===== config.mk =====
export PLATFORM = sky130hd
export DESIGN_NAME = uart_rx
export DESIGN_NICKNAME = d
export VERILOG_FILES = /design/src/rtl/uart_pkg.sv /design/src/rtl/uart_rx_buf.sv /design/src/rtl/uart_rx.sv
export SDC_FILE = /design/constraint.sdc
export NUM_CORES = 1
export LEC_CHECK = 0
export CORE_ASPECT_RATIO = 1.2
export CORE_MARGIN = 10
export CORE_UTILIZATION = 40
export CTS_CLUSTER_DIAMETER = 40
export CTS_CLUSTER_SIZE = 28
export DETAILED_ROUTE_END_ITERATION = 8
export PLACE_DENSITY = 0.7
export SYNTH_ARGS = -nofsm -noshare
export SYNTH_HDL_FRONTEND = slang
export SYNTH_HIERARCHICAL = 1
export SYNTH_SLANG_ARGS = --single-unit

===== constraint.sdc =====
create_clock -name clk -period 4.2 [get_ports clk]
set_clock_uncertainty 0.05 [all_clocks]
set_input_delay 0.63 -clock clk [delete_from_list [all_inputs] [get_ports clk]]
set_output_delay 0.63 -clock clk [all_outputs]
set_load 0.02 [all_outputs]

===== src/rtl/uart_pkg.sv =====
// Shared UART definitions: receiver FSM states, default baud divisor and the
// frame-entry payload used by both the receiver and the transmitter.
package uart_pkg;

  localparam int unsigned DEF_BAUD_DIVISOR = 868;
  localparam int unsigned CNT_W            = 14;
  localparam int unsigned DATA_W           = 8;

  typedef enum logic [2:0] {
    IDLE,
    START,
    DATA,
    PARITY,
    STOP1,
    STOP2
  } rx_state_t;

  typedef struct packed {
    logic [DATA_W-1:0] data;
    logic              perr;
    logic              ferr;
  } uart_frame_t;

  // Parity error for 8 data bits plus the received parity bit.
  function automatic logic parity_err_f(input logic [DATA_W:0] bits, input logic odd);
    return (^bits) ^ odd;
  endfunction

endpackage


===== src/rtl/uart_rx_buf.sv =====
// Receive holding buffer for uart_rx: one entry (DEPTH=1) or a small ring FIFO.
// Push while full without a pop drops the new frame and sets sticky overrun.
module uart_rx_buf
  import uart_pkg::*;
#(
  parameter int unsigned DEPTH = 1
) (
  input  logic        clk,
  input  logic        rst,
  input  logic        push,
  input  logic        pop,
  input  uart_frame_t din,
  output uart_frame_t dout,
  output logic        full,
  output logic        empty,
  output logic        overrun
);

  logic pop_ok;
  logic push_ok;
  logic overrun_q, overrun_d;

  assign pop_ok    = pop & ~empty;
  assign push_ok   = push & (~full | pop_ok);
  assign overrun_d = overrun_q | (push & full & ~pop_ok);
  assign overrun   = overrun_q;

  always_ff @(posedge clk) begin
    if (rst) overrun_q <= 1'b0;
    else     overrun_q <= overrun_d;
  end

  if (DEPTH == 1) begin : g_single
    uart_frame_t ent_q, ent_d;
    logic        vld_q, vld_d;

    // Popping leaves the last entry visible; only the valid flag drops.
    always_comb begin
      ent_d = ent_q;
      vld_d = vld_q;
      if (pop_ok) vld_d = 1'b0;
      if (push_ok) begin
        ent_d = din;
        vld_d = 1'b1;
      end
    end

    always_ff @(posedge clk) begin
      if (rst) begin
        ent_q <= '0;
        vld_q <= 1'b0;
      end else begin
        ent_q <= ent_d;
        vld_q <= vld_d;
      end
    end

    assign dout  = ent_q;
    assign full  = vld_q;
    assign empty = ~vld_q;
  end else begin : g_fifo
    localparam int unsigned PTR_W = $clog2(DEPTH);
    localparam int unsigned CW    = $clog2(DEPTH + 1);

    uart_frame_t          mem_q [DEPTH];
    uart_frame_t          mem_d [DEPTH];
    logic [PTR_W-1:0]     rd_ptr_q, rd_ptr_d;
    logic [PTR_W-1:0]     wr_ptr_q, wr_ptr_d;
    logic [CW-1:0]        cnt_q, cnt_d;

    always_comb begin
      mem_d    = mem_q;
      rd_ptr_d = rd_ptr_q;
      wr_ptr_d = wr_ptr_q;
      cnt_d    = cnt_q;
      if (push_ok) begin
        mem_d[wr_ptr_q] = din;
        wr_ptr_d        = wr_ptr_q + PTR_W'(1);
      end
      if (pop_ok) rd_ptr_d = rd_ptr_q + PTR_W'(1);
      case ({push_ok, pop_ok})
        2'b10:   cnt_d = cnt_q + CW'(1);
        2'b01:   cnt_d = cnt_q - CW'(1);
        default: cnt_d = cnt_q;
      endcase
    end

    always_ff @(posedge clk) begin
      if (rst) begin
        for (int i = 0; i < int'(DEPTH); i++) mem_q[i] <= '0;
        rd_ptr_q <= '0;
        wr_ptr_q <= '0;
        cnt_q    <= '0;
      end else begin
        mem_q    <= mem_d;
        rd_ptr_q <= rd_ptr_d;
        wr_ptr_q <= wr_ptr_d;
        cnt_q    <= cnt_d;
      end
    end

    assign dout  = mem_q[rd_ptr_q];
    assign full  = (cnt_q == CW'(DEPTH));
    assign empty = (cnt_q == '0);
  end

endmodule


===== src/rtl/uart_rx.sv =====
// UART receiver: 1 start, 8 data LSB first, parity, 1 or 2 stop bits, mid-bit sampling.
// Define UART_RX_FIFO_EN to replace the single holding register with a 4-deep FIFO.
module uart_rx
  import uart_pkg::*;
#(
  parameter int unsigned BAUD_DIVISOR = DEF_BAUD_DIVISOR,
  parameter int unsigned SYNC_STAGES  = 2
) (
  input  logic       clk,
  input  logic       rst,
  input  logic       Rx_en,
  input  logic       Two_stop,
  input  logic       Odd_parity,
  input  logic       Rx_in,
  input  logic       rd_en,
  output logic [7:0] rx_data,
  output logic       rx_valid,
  output logic       parity_err,
  output logic       frame_err,
  output logic       overrun,
  output logic       Rx_busy
);

`ifdef UART_RX_FIFO_EN
  localparam int unsigned BUF_DEPTH = 4;
`else
  localparam int unsigned BUF_DEPTH = 1;
`endif

  localparam logic [CNT_W-1:0] FULL_TERM = CNT_W'(BAUD_DIVISOR - 1);
  localparam logic [CNT_W-1:0] HALF_TERM = CNT_W'(BAUD_DIVISOR / 2 - 1);

  rx_state_t              state_q, state_d;
  logic [CNT_W-1:0]       cnt_q, cnt_d;
  logic [2:0]             bit_cnt_q, bit_cnt_d;
  logic [DATA_W:0]        shreg_q, shreg_d;
  logic                   two_stop_q, two_stop_d;
  logic                   odd_q, odd_d;
  logic                   ferr_q, ferr_d;
  logic [SYNC_STAGES-1:0] sync_q, sync_d;
  logic                   rx_prev_q;
  logic                   busy_q, busy_d;

  logic                   rx_s;
  logic                   fall_c;
  logic                   baud_eq_c;
  logic                   commit_c;
  logic                   ferr_c;
  uart_frame_t            frame_c;
  uart_frame_t            buf_dout;
  logic                   buf_full;
  logic                   buf_empty;

  assign sync_d    = {sync_q[SYNC_STAGES-2:0], Rx_in};
  assign rx_s      = sync_q[SYNC_STAGES-1];
  assign fall_c    = ~rx_s & rx_prev_q;
  assign baud_eq_c = (state_q != IDLE) &&
                     (cnt_q == ((state_q == START) ? HALF_TERM : FULL_TERM));

  // Next-state, bit shifting and commit decode; Rx_en low overrides everything.
  always_comb begin
    state_d    = state_q;
    cnt_d      = cnt_q + CNT_W'(1);
    bit_cnt_d  = bit_cnt_q;
    shreg_d    = shreg_q;
    two_stop_d = two_stop_q;
    odd_d      = odd_q;
    ferr_d     = ferr_q;
    ferr_c     = ferr_q;
    commit_c   = 1'b0;
    if (baud_eq_c) cnt_d = '0;

    case (state_q)
      IDLE: begin
        cnt_d = '0;
        if (Rx_en && fall_c) state_d = START;
      end
      START: begin
        if (baud_eq_c) begin
          if (rx_s) begin
            state_d = IDLE;
          end else begin
            state_d    = DATA;
            two_stop_d = Two_stop;
            odd_d      = Odd_parity;
            bit_cnt_d  = '0;
            ferr_d     = 1'b0;
          end
        end
      end
      DATA: begin
        if (baud_eq_c) begin
          shreg_d   = {shreg_q[DATA_W], rx_s, shreg_q[DATA_W-1:1]};
          bit_cnt_d = bit_cnt_q + 3'd1;
          if (bit_cnt_q == 3'd7) state_d = PARITY;
        end
      end
      PARITY: begin
        if (baud_eq_c) begin
          shreg_d[DATA_W] = rx_s;
          state_d         = STOP1;
        end
      end
      STOP1: begin
        if (baud_eq_c) begin
          ferr_c = ~rx_s;
          if (two_stop_q) begin
            ferr_d  = ~rx_s;
            state_d = STOP2;
          end else begin
            commit_c = 1'b1;
            state_d  = IDLE;
          end
        end
      end
      STOP2: begin
        if (baud_eq_c) begin
          ferr_c   = ferr_q | ~rx_s;
          commit_c = 1'b1;
          state_d  = IDLE;
        end
      end
      default: state_d = IDLE;
    endcase

    if (!Rx_en) begin
      state_d  = IDLE;
      cnt_d    = '0;
      commit_c = 1'b0;
    end

    busy_d  = (state_d != IDLE);
    frame_c = '{data: shreg_q[DATA_W-1:0],
                perr: parity_err_f(shreg_q, odd_q),
                ferr: ferr_c};
  end

  always_ff @(posedge clk) begin
    if (rst) begin
      state_q    <= IDLE;
      cnt_q      <= '0;
      bit_cnt_q  <= '0;
      shreg_q    <= '0;
      two_stop_q <= 1'b0;
      odd_q      <= 1'b0;
      ferr_q     <= 1'b0;
      sync_q     <= '1;
      rx_prev_q  <= 1'b1;
      busy_q     <= 1'b0;
    end else begin
      state_q    <= state_d;
      cnt_q      <= cnt_d;
      bit_cnt_q  <= bit_cnt_d;
      shreg_q    <= shreg_d;
      two_stop_q <= two_stop_d;
      odd_q      <= odd_d;
      ferr_q     <= ferr_d;
      sync_q     <= sync_d;
      rx_prev_q  <= rx_s;
      busy_q     <= busy_d;
    end
  end

  uart_rx_buf #(
    .DEPTH (BUF_DEPTH)
  ) u_buf (
    .clk     (clk),
    .rst     (rst),
    .push    (commit_c),
    .pop     (rd_en),
    .din     (frame_c),
    .dout    (buf_dout),
    .full    (buf_full),
    .empty   (buf_empty),
    .overrun (overrun)
  );

  assign rx_data    = buf_dout.data;
  assign parity_err = buf_dout.perr;
  assign frame_err  = buf_dout.ferr;
  assign rx_valid   = ~buf_empty;
  assign Rx_busy    = busy_q;

  logic unused_full;
  assign unused_full = buf_full;

endmodule


Yosys cells after proc, flatten, opt, wreduce, memory -nomap -nowiden
Cells that the tools add are included.
{ "totals": {"register_bits": 48, "latchBits": 0, "mem_bits_rw": 0, "mem_bits_ro": 0, "input_bits": 7, "out_inout_bits": 13, "memories": 0} }
{ "op_classes": {"addsub": 2, "n_mul": 0, "n_div": 0, "order_cmp": 0, "eq_ne": 12, "shift": 0, "n_mux": 33, "n_bitwise": 14, "reduce_logical": 15} }
{ "op_table": {"columns": ["cell", "n"], "rows": [
  ["2-to-1 mux 3 bit", 12],
  ["case mux 3 bit (6 select lines)", 1],
  ["adder 14 x 1 -> 14 bit, second input constant", 1],
  ["equality test 14 x 10 -> 1 bit", 1],
  ["2-to-1 mux 1 bit", 13],
  ["2-to-1 mux 10 bit", 1],
  ["inequality test 2 bit, second input constant", 5],
  ["equality test 3 bit, second input constant", 3],
  ["parity 9 bit", 1],
  ["case mux 1 bit (2 select lines)", 4],
  ["equality test 3 x 2 -> 1 bit, second input constant", 2],
  ["case mux 3 bit (2 select lines)", 1],
  ["AND reduction 3 bit", 2],
  ["nonzero test 2 bit", 3],
  ["nonzero test 3 bit", 2],
  ["bitwise AND 1 bit", 5],
  ["NOT 1 bit", 5],
  ["AND reduction 5 bit", 1],
  ["AND reduction 4 bit", 1],
  ["OR reduction 4 bit", 1],
  ["adder 3 x 1 -> 3 bit, second input constant", 1],
  ["equality test 3 x 1 -> 1 bit, second input constant", 1],
  ["zero test 3 bit", 1],
  ["OR 1 bit", 3],
  ["4 further kinds", 5]
]} }

Logic depth before layout (Yosys ltp)
Gate-level depths: netlist of the first run.
{ "logic_depth": {"ltp_word": 10, "ltp_mapped": 9} }

Hierarchy
The synthesis of the first run kept the hierarchy.
{ "modules_own_cells": {"columns": ["module", "instances", "cells_each", "area_per_inst_um2"], "rows": [
  ["uart_rx", 1, 194, 1818.0],
  ["uart_rx_buf", 1, 52, 526.8]
]} }

Least setup slack after synthesis of the first run
No wires, ideal clock.
{ "synth_path": {"kind": "register -> register", "startpoint": "register cnt_q[10]", "endpoint": "register u_buf.g_single.ent_q (netlist bit u_buf/dout[0])", "setup_ps": 72, "arrival_time_ps": 2287, "required_ps": 4078, "path_slack_ps": 1792, "path_stages_with_launch": 9, "n_path_buf": 2, "period_less_slack_ps": 2408, "cell_sequence": "dfxtp_1 > nor4_1 > nand4_2 > or2_1 > buf_6 > nor4b_1 > nor2b_2 > buf_6 > mux2i_1"} }
{ "synth_between": {"elab_chain_cells": 6, "elab_cells_between_ends": 10, "classes_between": "1 x eq/ne; 7 x mux; 1 x bitwise; 1 x reduce/logical"} }
{ "synth_rtl": {"columns": ["element", "line", "source"], "rows": [
  ["from (decl)", "uart_rx.sv:34", "logic [CNT_W-1:0] cnt_q, cnt_d;"],
  ["from (signal assigned)", "uart_rx.sv:152", "cnt_q <= cnt_d;"],
  ["equality test 14 x 10 -> 1 bit (*)", "uart_rx.sv:58", "(cnt_q == ((state_q == START) ? HALF_TERM : FULL_TERM));"],
  ["logical AND 1 bit (*)", "uart_rx.sv:57", "assign baud_eq_c = (state_q != IDLE) &&"],
  ["2-to-1 mux 1 bit, on equally long branches", "uart_rx.sv:117, uart_rx.sv:105", null],
  ["case mux 1 bit (2 select lines) (*)", "uart_rx.sv:73", "case (state_q)"],
  ["2-to-1 mux 1 bit (*)", "uart_rx.sv:126", "if (!Rx_en) begin"],
  ["named net commit_c", "uart_rx.sv:47", "logic commit_c;"],
  ["bitwise AND 1 bit (*)", "uart_rx_buf.sv:24", "assign push_ok = push & (~full | pop_ok);"],
  ["to (signal assigned)", "uart_rx_buf.sv:53", "ent_q <= ent_d;"],
  ["to (decl)", "uart_rx_buf.sv:34", "uart_frame_t ent_q, ent_d;"]
]} }
Mark *: on every way through the listed nets, which the timed path passes. The rest lies on a longest branch.
A chain may end at the register's enable or synchronous reset.

Worst setup path after layout of the first run
{ "layout_path": {"startpoint": "register state_q[2]", "endpoint": "register u_buf.g_single.ent_q (netlist bit u_buf/dout[8])"} }
{ "layout_between": {"elab_chain_cells": 8, "elab_cells_between_ends": 12, "classes_between": "4 x eq/ne; 5 x mux; 1 x bitwise; 2 x reduce/logical"} }
{ "layout_rtl": {"columns": ["element", "line", "source"], "rows": [
  ["from (decl)", "uart_rx.sv:33", "rx_state_t state_q, state_d;"],
  ["from (signal assigned)", "uart_rx.sv:151", "state_q <= state_d;"],
  ["equality test 3 x 1 -> 1 bit", "uart_rx.sv:58", null],
  ["2-to-1 mux 10 bit", "uart_rx.sv:58", null],
  ["equality test 14 x 10 -> 1 bit", "uart_rx.sv:58", null],
  ["logical AND 1 bit", "uart_rx.sv:57", null],
  ["2-to-1 mux 1 bit, on equally long branches", "uart_rx.sv:117, uart_rx.sv:105", null],
  ["case mux 1 bit (2 select lines) (*)", "uart_rx.sv:73", null],
  ["2-to-1 mux 1 bit (*)", "uart_rx.sv:126", null],
  ["named net commit_c", "uart_rx.sv:47", null],
  ["bitwise AND 1 bit (*)", "uart_rx_buf.sv:24", null]
]} }
Marked as above.

==> results.sh, run 1 <==
export IMPL_run_status="finished, final reports clean"
export IMPL_crit_path_end_kind="flop"
export IMPL_wire_per_inst_um=12.2
export IMPL_accumulated_negative_setup_slack_ns=0
export IMPL_worst_slew_margin_rel_pct=34.3
export IMPL_ant_nets=0
export IMPL_area_of_combinational_cells_with_multiple_inputs_um2=1300
export IMPL_synth_edf_count=0
export IMPL_seqCellArea_um2=961
export IMPL_timing_hold_worst_path_depth=1
export IMPL_antenna_violations_before_repair=0
export IMPL_drtIter0Drc=128
export IMPL_ys_warnings_count=6
export IMPL_design_final_nets=272
export IMPL_unrepaired_setup_endpoints_after_global_routing="false"
export IMPL_worst_skew_pair_late_latency_ns=0.30
export IMPL_place_gp_congestion=0.802
export IMPL_path_max_fanout=18
export IMPL_regToRegEndpoint="u_buf/dout[8]"
export IMPL_hold_buffers=0
export IMPL_timing_final_crit_period_ns=3.07
export IMPL_finalPower_w=0.000859
export IMPL_cp_capture_point="u_buf/dout[8]"
export IMPL_cts_buffers_inserted=5
export IMPL_post_cts_repair_setup_buffers=0
export IMPL_initial_standard_cell_utilization_of_the_core_pct=41.4
export IMPL_io_buffer_count=19
export IMPL_floorplan_die_width_um=89.9
export IMPL_synth_top_area_share_pct=41.0
export IMPL_post_synth_top_count_cell="sky130_fd_sc_hd__dfxtp_1"
export IMPL_grt_overflow_total=0
export IMPL_detailedPlacementHpwl_um=3010
export IMPL_nFillCells=547
export IMPL_worstSetupStartpoint="state_q[2]"
export IMPL_power_static_leakage_nw=0.834
export IMPL_criticalPathCategory="flop to flop"
export IMPL_drv_slew=0
export IMPL_postSynthNetCount=256
export IMPL_route_detailed_drc=0
export IMPL_worst_r2r_startpoint="state_q[2]"
export IMPL_r2r_slack_ns=1.13
export IMPL_tritoncts_clock_tree="done"
export IMPL_timing_critical_path_from_type="flop"
export IMPL_tritoncts_num_sinks=48
export IMPL_grt_first_pass_wirelength_um=7540
export IMPL_worstMarginPinSlew_ns=0.984
export IMPL_number_of_antenna_cells_inserted=0
export IMPL_critical_path_arrival_ns=3.25
export IMPL_synth_top_cells_by_area="sky130_fd_sc_hd__dfxtp_1 41%, sky130_fd_sc_hd__mux2i_1 9.8%, sky130_fd_sc_hd__nand2b_1 7.2%"
export IMPL_synth_seq_cells=48
export IMPL_synth_top_area_cell="sky130_fd_sc_hd__dfxtp_1"
export IMPL_synth_area_um2=2340
export IMPL_core_region_area_um2=5670
export IMPL_cts_max_level=2
export IMPL_average_vias_per_placed_instance=4.83
export IMPL_detail_route_wirelength_um=4190
export IMPL_placement_rows=30
export IMPL_synth_cells_most_frequent="48 x sky130_fd_sc_hd__dfxtp_1, 35 x sky130_fd_sc_hd__nor2_1, 27 x sky130_fd_sc_hd__nand2b_1"
export IMPL_hold_startpoint="sync_q[0]"
export IMPL_depth_of_the_most_critical_reg_to_reg_path=6
export IMPL_clockRootBuffer="sky130_fd_sc_hd__clkbuf_8"
export IMPL_worstPathRequired_ns=4.38
export IMPL_min_path_type="flop to flop"
export IMPL_timing_hold_violations_final=0
export IMPL_area_growth_synth_to_final_pct=15.6
export IMPL_clkSlewWorstSetupHoldPaths_ns=0.08
export IMPL_ctsResizeCount=0
export IMPL_boundaryPins=20
export IMPL_pwr_density_cell_nw_per_um2=317
export IMPL_vdd_ir_drop_max_uv=203
export IMPL_synth_distinct_cells=47
export IMPL_ys_flop_type="sky130_fd_sc_hd__dfxtp_1"
export IMPL_timing_final_crit_share_pct=73.2
export IMPL_pin_count_of_the_biggest_net_entering_global_routing=28
export IMPL_vias=1652
export IMPL_die_height_um=104
export IMPL_gr_usage_all_layers_pct=9.39
export IMPL_maxClockFrequency_mhz=325
export IMPL_seq_total_area_yosys_pct=41.0
export IMPL_syn_inst=246
export IMPL_first_global_vias=1632
export IMPL_detailedRoute_firstPassIterationCount=4
export IMPL_syn_avg_cell_area_um2=9.53
export IMPL_setup_violations_final=0
export IMPL_share_of_flip_flops_with_an_asynchronous_set_or_reset_after_synthesis_pct=0
export IMPL_clockBufferDepth=2
export IMPL_post_route_cells_drive_above_1_share_pct=9.54
export IMPL_dieArea_um2=9340
export IMPL_timing_max_cap_violations=0
final cells by class:
class | count | area share [%]
multi-input combinational | 181 | 48.0
sequential | 48 | 35.5
timing repair buffer | 20 | 7.29
tap | 80 | 3.69
clock buffer | 5 | 2.54
clock inverter | 2 | 2.22
inverter | 6 | 0.831
routing by layer:
metal | vias up | global-route usage [%] | share of wire [%]
met5 | - | 0 | 0
met4 | 0 | 3.87 | 1.7
met3 | 5 | 2.74 | 4.2
met2 | 28 | 15.4 | 47
met1 | 748 | 11.2 | 47
li1 | 871 | - | -
placed cells by master, fill, tap and decap left out, types with 2 or more instances in the layout:
cell                              count
sky130_fd_sc_hd__nor3_1               2
sky130_fd_sc_hd__nor2_1              35
sky130_fd_sc_hd__nand4_1              4
sky130_fd_sc_hd__or2_2                4
sky130_fd_sc_hd__nand3_1              9
sky130_fd_sc_hd__clkdlybuf4s50_1     19
sky130_fd_sc_hd__nor4b_1              2
sky130_fd_sc_hd__a21oi_1              5
sky130_fd_sc_hd__nand3b_1             2
sky130_fd_sc_hd__mux2i_1             23
sky130_fd_sc_hd__a2111oi_2            2
sky130_fd_sc_hd__bufinv_16            2
sky130_fd_sc_hd__xor2_1               5
sky130_fd_sc_hd__and3_1               5
sky130_fd_sc_hd__nand2_1              9
sky130_fd_sc_hd__dfxtp_1             48
sky130_fd_sc_hd__nor3b_1              2
sky130_fd_sc_hd__ha_1                 3
sky130_fd_sc_hd__o31ai_1              2
sky130_fd_sc_hd__nand2b_1            27
sky130_fd_sc_hd__inv_1                6
sky130_fd_sc_hd__nor2b_1              2
sky130_fd_sc_hd__clkbuf_8             5
sky130_fd_sc_hd__xnor2_1             16
metrics by stage:
stage	setup WS, ns	cells	cell area, µm²	hold slack [ns]	util [%]
after CTS	1.15	342	2710	0.371	47.8
final	1.13	342	2710	0.367	47.8
after detailed placement	1.18	335	2580	0.351	45.5
after floorplan	1.79	246	2340	0.339	-
after global placement	1.28	335	2580	0.350	45.5
after global routing	0.851	342	2710	0.379	47.8
report_power, final:
group / switching [W] / internal [W] / total (W) / leakage (nW)
registers: 0.00000151 / 0.000456 / 0.000458 / 0.387
clock network: 0.000147 / 0.000234 / 0.000382 / 0.0642
logic: 0.00000907 / 0.0000111 / 0.0000202 / 0.383
worst max-delay path, stage by stage, from the launching register on:
cell	delay, ns
sky130_fd_sc_hd__dfxtp_1	0.75
sky130_fd_sc_hd__nor3b_2	0.15
sky130_fd_sc_hd__mux2i_4	0.28
sky130_fd_sc_hd__or2_1	0.36
sky130_fd_sc_hd__nor4b_1	0.51
sky130_fd_sc_hd__nor2b_2	0.64
sky130_fd_sc_hd__mux2i_1	0.25
worst min path at each step:
stage	endpoint
after floorplan	sync_q[1]
after global placement	sync_q[1]
after detailed placement	sync_q[1]
after CTS	sync_q[1]
after global routing	sync_q[1]
final	sync_q[1]
flip-flops by register name, summed over array words and instances, names as in the netlist, 2 cells and up:
| signal | flops |
|---|---|
| u_buf/dout | 10 |
| state_q | 3 |
| bit_cnt_q | 3 |
| shreg_q | 9 |
| cnt_q | 14 |
| sync_q | 2 |
logic make-up (layout without fill, tap and decap cells):
family	count (synthesis)	count (layout)	synth area share, %
adders and majority gates	3	3	1.60
muxes	24	24	10.8
AOI/OAI and AO/OA	18	18	6.67
xor gates and xnor gates	21	21	7.84
buffers and inverters	17	33	3.58
DFF	48	48	41.0
and+or+nand+nor	115	115	28.5
(Power assumes the default switching activity.)
==> run 2: changes to the inputs <==
Clock period 4.2 ns to 3.1 ns, I/O delays scaled along.
==> run 2 against run 1 <==
Compared with the run above:
- global-route usage about the same
- clock power up 18%
- wire length up 0.41%
- clock-buffer cell count unchanged
- largest cell class unchanged
- largest power group unchanged
- highest routed layer unchanged
==> results.sh, run 2 (synthesis gave the netlist of run 1 again) <==
export IMPL_crit_chain="and4bb_2, mux2i_4, or2_1, nor4b_1, nor2b_2, buf_4, mux2i_1"
export IMPL_drv_slew=0
export IMPL_mostFrequentLayoutCells="48 x sky130_fd_sc_hd__dfxtp_1, 35 x sky130_fd_sc_hd__nor2_1, 27 x sky130_fd_sc_hd__nand2b_1, 23 x sky130_fd_sc_hd__mux2i_1, 19 x sky130_fd_sc_hd__clkdlybuf4s50_1"
export IMPL_min_path_type="flop to flop"
export IMPL_dieArea_um2=9340
export IMPL_worstPathRequired_ns=3.29
export IMPL_route_detailed_drc=0
export IMPL_clkSlewWorstSetupHoldPaths_ns=0.09
export IMPL_antenna_violations_before_repair=0
export IMPL_r2r_slack_ns=0.62
export IMPL_timing_max_cap_violations=0
export IMPL_wire_per_inst_um=12.1
export IMPL_io_buffer_count=19
export IMPL_nFillCells=542
export IMPL_cts_max_level=2
export IMPL_utilization_pct=48.2
export IMPL_timing_hold_violations_final=0
export IMPL_seqCellArea_um2=961
export IMPL_tritoncts_num_sinks=48
export IMPL_setup_violations_final=0
export IMPL_placement_rows=30
export IMPL_finalPower_w=0.00110
export IMPL_grt_first_pass_wirelength_um=7500
export IMPL_dp_worst_setup_slack_ns=0.668
export IMPL_vdd_ir_drop_max_uv=241
export IMPL_vias=1675
export IMPL_clockRootBuffer="sky130_fd_sc_hd__clkbuf_8"
export IMPL_ant_nets=0
export IMPL_boundaryPins=20
export IMPL_crit_cells=7
export IMPL_average_vias_per_placed_instance=4.81
export IMPL_place_gp_congestion=0.764
export IMPL_post_cts_repair_setup_buffers=0
export IMPL_timing_final_crit_share_pct=79.8
export IMPL_crit_path_end_kind="flop"
export IMPL_accumulated_negative_setup_slack_ns=0
export IMPL_core_region_area_um2=5670
export IMPL_cpLargestDelayFamily="simple AND/OR/NAND/NOR gates"
export IMPL_die_height_um=104
export IMPL_worst_path_buf_inv=1
export IMPL_grt_overflow_total=0
export IMPL_first_global_vias=1644
export IMPL_design_final_nets=277
export IMPL_critical_path_slowest_cell="sky130_fd_sc_hd__nor4b_1"
export IMPL_timing_hold_worst_path_depth=1
export IMPL_area_of_combinational_cells_with_multiple_inputs_um2=1300
export IMPL_worstMarginPinSlew_ns=0.976
export IMPL_worst_skew_pair_late_latency_ns=0.30
export IMPL_pwr_density_cell_nw_per_um2=402
export IMPL_critical_path_arrival_ns=2.66
export IMPL_crit_path_max_cell_delay_ns=0.53
export IMPL_post_route_cells_drive_above_1_share_pct=11.6
export IMPL_pin_count_of_the_biggest_net_entering_global_routing=42
export IMPL_number_of_antenna_cells_inserted=0
export IMPL_hold_buffers=0
export IMPL_postLayoutSetupSlackWorst_ns=0.625
export IMPL_layout_cells_most_common="sky130_fd_sc_hd__dfxtp_1"
export IMPL_maxClockFrequency_mhz=404
export IMPL_drtIter0Drc=112
export IMPL_detail_route_wirelength_um=4210
export IMPL_detailedPlacementHpwl_um=3010
export IMPL_area_growth_synth_to_final_pct=16.4
export IMPL_largest_register="cnt_q"
export IMPL_path_max_fanout=10
export IMPL_largest_register_ff_count=14
export IMPL_initial_standard_cell_utilization_of_the_core_pct=41.4
export IMPL_timing_critical_path_from_type="flop"
export IMPL_ctsResizeCount=0
export IMPL_detailedRoute_firstPassIterationCount=4
export IMPL_gr_usage_all_layers_pct=9.36
export IMPL_final_hold_worst_slack_ns=0.367
export IMPL_clockBufferDepth=2
export IMPL_floorplan_die_width_um=89.9
export IMPL_run_status="finished, final reports clean"
export IMPL_tritoncts_clock_tree="done"
export IMPL_unrepaired_setup_endpoints_after_global_routing="false"
export IMPL_timing_final_crit_period_ns=2.48
export IMPL_depth_of_the_most_critical_reg_to_reg_path=7
export IMPL_criticalPathCategory="flop to flop"
export IMPL_cts_buffers_inserted=5
export IMPL_worst_slew_margin_rel_pct=34.8
export IMPL_power_static_leakage_nw=0.850
[run 2: worst paths after layout]
kind | from | end
min | sync_q[0] | sync_q[1]
min reg2reg | sync_q[0] | sync_q[1]
max | cnt_q[7] | u_buf/dout[4]
max reg2reg | cnt_q[7] | u_buf/dout[4]
[run 2: per-stage QoR]
step                      instance area, µm²  cells
after floorplan                         2340    246
after global placement                  2620    340
after detailed placement                2620    340
after CTS                               2730    348
after global routing                    2730    348
final                                   2730    348
[run 2: where the power goes]
part / switching (W) / leakage (nW) / internal [W] / total [W]
Combinational: 0.0000137 / 0.409 / 0.0000153 / 0.0000290
Clock: 0.000210 / 0.0541 / 0.000239 / 0.000449
Sequential: 0.00000134 / 0.387 / 0.000618 / 0.000619
[run 2: routing by layer]
| layer | GRT usage [%] | vias up | part of all wire [%] |
|---|---|---|---|
| li1 | - | 881 | - |
| met1 | 11.8 | 758 | 47 |
| met2 | 14.4 | 29 | 46 |
| met3 | 2.82 | 7 | 4.6 |
| met4 | 4.10 | 0 | 1.6 |
| met5 | 0 | - | 0 |
[run 2: final cells by class]
cell class	count	area share, %
multi-input cells	181	47.6
flip-flops and latches	48	35.2
repair buffers	25	8.62
well taps	80	3.67
clock buffers	5	2.52
clock inverters	3	1.56
inverters	6	0.825
==> run 3: changes to the inputs <==
Settings changed: PLACE_DENSITY 0.7 to 0.72.
Clock period 3.1 ns to 2 ns, I/O delays scaled along.
==> run 3 against run 2 <==
Compared with the run above:
- wire length grew 4.4%
- combinational power rose by 76%
- non-clock buffer count up 19
- via count rose by 5.1%
- worst setup slack got worse by 0.55 ns
- largest cell class unchanged
- clock power is 27% higher
- global-route usage rose by 0.12 points
==> results.sh, run 3 (synthesis gave the netlist of run 1 again) <==
export IMPL_run_status="finished, final reports clean"
export IMPL_utilization_pct=51.5
export IMPL_pin_count_of_the_biggest_net_entering_global_routing=42
export IMPL_criticalPathCategory="flop to flop"
export IMPL_path_max_fanout=10
export IMPL_worst_skew_pair_late_latency_ns=0.30
export IMPL_regToRegEndpoint="u_buf/dout[0]"
export IMPL_pwr_density_cell_nw_per_um2=541
export IMPL_maxClockFrequency_mhz=519
export IMPL_hold_end="sync_q[1]"
export IMPL_timing_final_crit_share_pct=96.4
export IMPL_cts_max_level=2
export IMPL_ant_nets=0
export IMPL_area_growth_synth_to_final_pct=24.4
export IMPL_largest_register="cnt_q"
export IMPL_nFillCells=519
export IMPL_largest_register_ff_count=14
export IMPL_setup_violations_final=0
export IMPL_min_path_type="flop to flop"
export IMPL_power_static_leakage_nw=0.962
export IMPL_timing_final_crit_period_ns=1.93
export IMPL_dieArea_um2=9340
export IMPL_floorplan_die_width_um=89.9
export IMPL_core_region_area_um2=5670
export IMPL_crit_chain="nor4_2, nand4_2, or2_4, nor4b_4, nor2b_4, buf_12, mux2i_1"
export IMPL_depth_of_the_most_critical_reg_to_reg_path=7
export IMPL_timing_hold_worst_path_depth=1
export IMPL_worstPathRequired_ns=2.17
export IMPL_critical_path_slowest_cell="sky130_fd_sc_hd__dfxtp_2"
export IMPL_crit_path_end_kind="flop"
export IMPL_tritoncts_clock_tree="done"
export IMPL_wl_met3_um=187
export IMPL_worstSetupStartpoint="cnt_q[13]"
export IMPL_mostFrequentLayoutCells="46 x sky130_fd_sc_hd__dfxtp_1, 35 x sky130_fd_sc_hd__nor2_1, 27 x sky130_fd_sc_hd__nand2b_1, 23 x sky130_fd_sc_hd__mux2i_1, 23 x sky130_fd_sc_hd__buf_4"
export IMPL_place_gp_congestion=0.785
export IMPL_cts_buffers_inserted=5
export IMPL_initial_standard_cell_utilization_of_the_core_pct=41.4
export IMPL_clkSlewWorstSetupHoldPaths_ns=0.09
export IMPL_timing_hold_violations_final=0
export IMPL_worst_r2r_startpoint="cnt_q[13]"
export IMPL_detailedPlacementHpwl_um=3170
export IMPL_tritoncts_num_sinks=48
export IMPL_met2_wirelength_um=2110
export IMPL_post_cts_repair_setup_buffers=0
export IMPL_die_height_um=104
export IMPL_boundaryPins=20
export IMPL_grt_overflow_total=0
export IMPL_design_final_nets=296
export IMPL_clockRootBuffer="sky130_fd_sc_hd__clkbuf_8"
export IMPL_detailedRoute_firstPassIterationCount=4
export IMPL_io_buffer_count=19
export IMPL_placement_rows=30
export IMPL_hold_startpoint="sync_q[0]"
export IMPL_met1_length_um=2050
export IMPL_r2r_slack_ns=0.07
export IMPL_unrepaired_setup_endpoints_after_global_routing="true"
export IMPL_final_hold_worst_slack_ns=0.367
export IMPL_number_of_antenna_cells_inserted=0
export IMPL_route_detailed_drc=0
export IMPL_crit_path_max_cell_delay_ns=0.33
export IMPL_critical_path_arrival_ns=2.10
export IMPL_timing_max_cap_violations=0
export IMPL_maxUsedRoutingLayer="met4"
export IMPL_first_global_vias=1746
export IMPL_drtIter0Drc=67
export IMPL_antenna_violations_before_repair=0
export IMPL_average_vias_per_placed_instance=4.80
export IMPL_vias=1761
export IMPL_worst_slew_margin_rel_pct=33.6
export IMPL_post_route_cells_drive_above_1_share_pct=19.9
export IMPL_detail_route_wirelength_um=4390
export IMPL_drv_slew=0
export IMPL_clockBufferDepth=2
export IMPL_wire_per_inst_um=12.0
export IMPL_hold_buffers=0
export IMPL_worstMarginPinSlew_ns=0.995
export IMPL_gr_usage_all_layers_pct=9.47
export IMPL_layout_cells_most_common="sky130_fd_sc_hd__dfxtp_1"
export IMPL_grt_first_pass_wirelength_um=7650
export IMPL_timing_critical_path_from_type="flop"
export IMPL_vdd_ir_drop_max_uv=356
-- run 3: changes by cell type in the layout (fill, tap and decap cells not counted), sizes merged --
cell	change
bufinv	-1
buf	+19
clkinv	+2
clkinvlp	-1
-- run 3: per-layer routing --
metal,GRT usage (%),vias to the layer above
met5,0,-
met3,2.45,5
met1,11.1,805
li1,-,918
met4,3.99,0
met2,15.9,33
-- run 3: worst max path at each step --
stage / endpoint / slack, ns / depth (start not counted)
floorplan: u_buf/dout[0] / -0.17 / 8
global placement: Rx_busy / -0.02 / 7
detailed placement: u_buf/dout[0] / -0.03 / 8
CTS: u_buf/dout[0] / 0.01 / 7
global route: u_buf/dout[6] / -0.13 / 8
finish: u_buf/dout[0] / 0.07 / 7
-- run 3: timing repair --
action / 4_1_cts / 5_1_grt
gates cloned: 0 / 0
pin swaps: 0 / 1
gates resized for setup: 1 / 5
setup endpoints to repair: 11 / 17
-- run 3: area by class of cell --
class | count | area (µm²) | share of cell area, %
Inverter | 6 | 22.5 | 0.772
Multi-Input combinational cell | 181 | 1340 | 46.0
Sequential cell | 48 | 963 | 33.0
Clock inverter | 3 | 18.8 | 0.643
Timing Repair Buffer | 44 | 403 | 13.8
Clock buffer | 5 | 68.8 | 2.36
Tap cell | 80 | 100 | 3.43
-- run 3: power by group --
group	internal, W	switching, W
sequential	0.000958	0.00000102
clock	0.000244	0.000324
combinational	0.0000278	0.0000231
-- run 3: metrics by stage --
stage          area [µm²]  worst slack [ns]  instances  TNS (ns)  power, W
2_1_floorplan        2370            -0.173        246     -1.73   0.00101
3_3_place_gp         2810           -0.0179        359   -0.0179   0.00103
3_5_place_dp         2810           -0.0330        359    -0.158   0.00103
4_1_cts              2900            0.0108        367         0   0.00160
5_1_grt              2920            -0.130        367    -0.988   0.00164
6_report             2920            0.0716        367         0   0.00158
-- run 3: critical path: cells and delay by family, from the launching register on --
family | cells | cell delay, ns
DFF | 1 | 0.33
muxes | 1 | 0.18
buffers and inverters | 1 | 0.14
and+or+nand+nor | 5 | 1.16
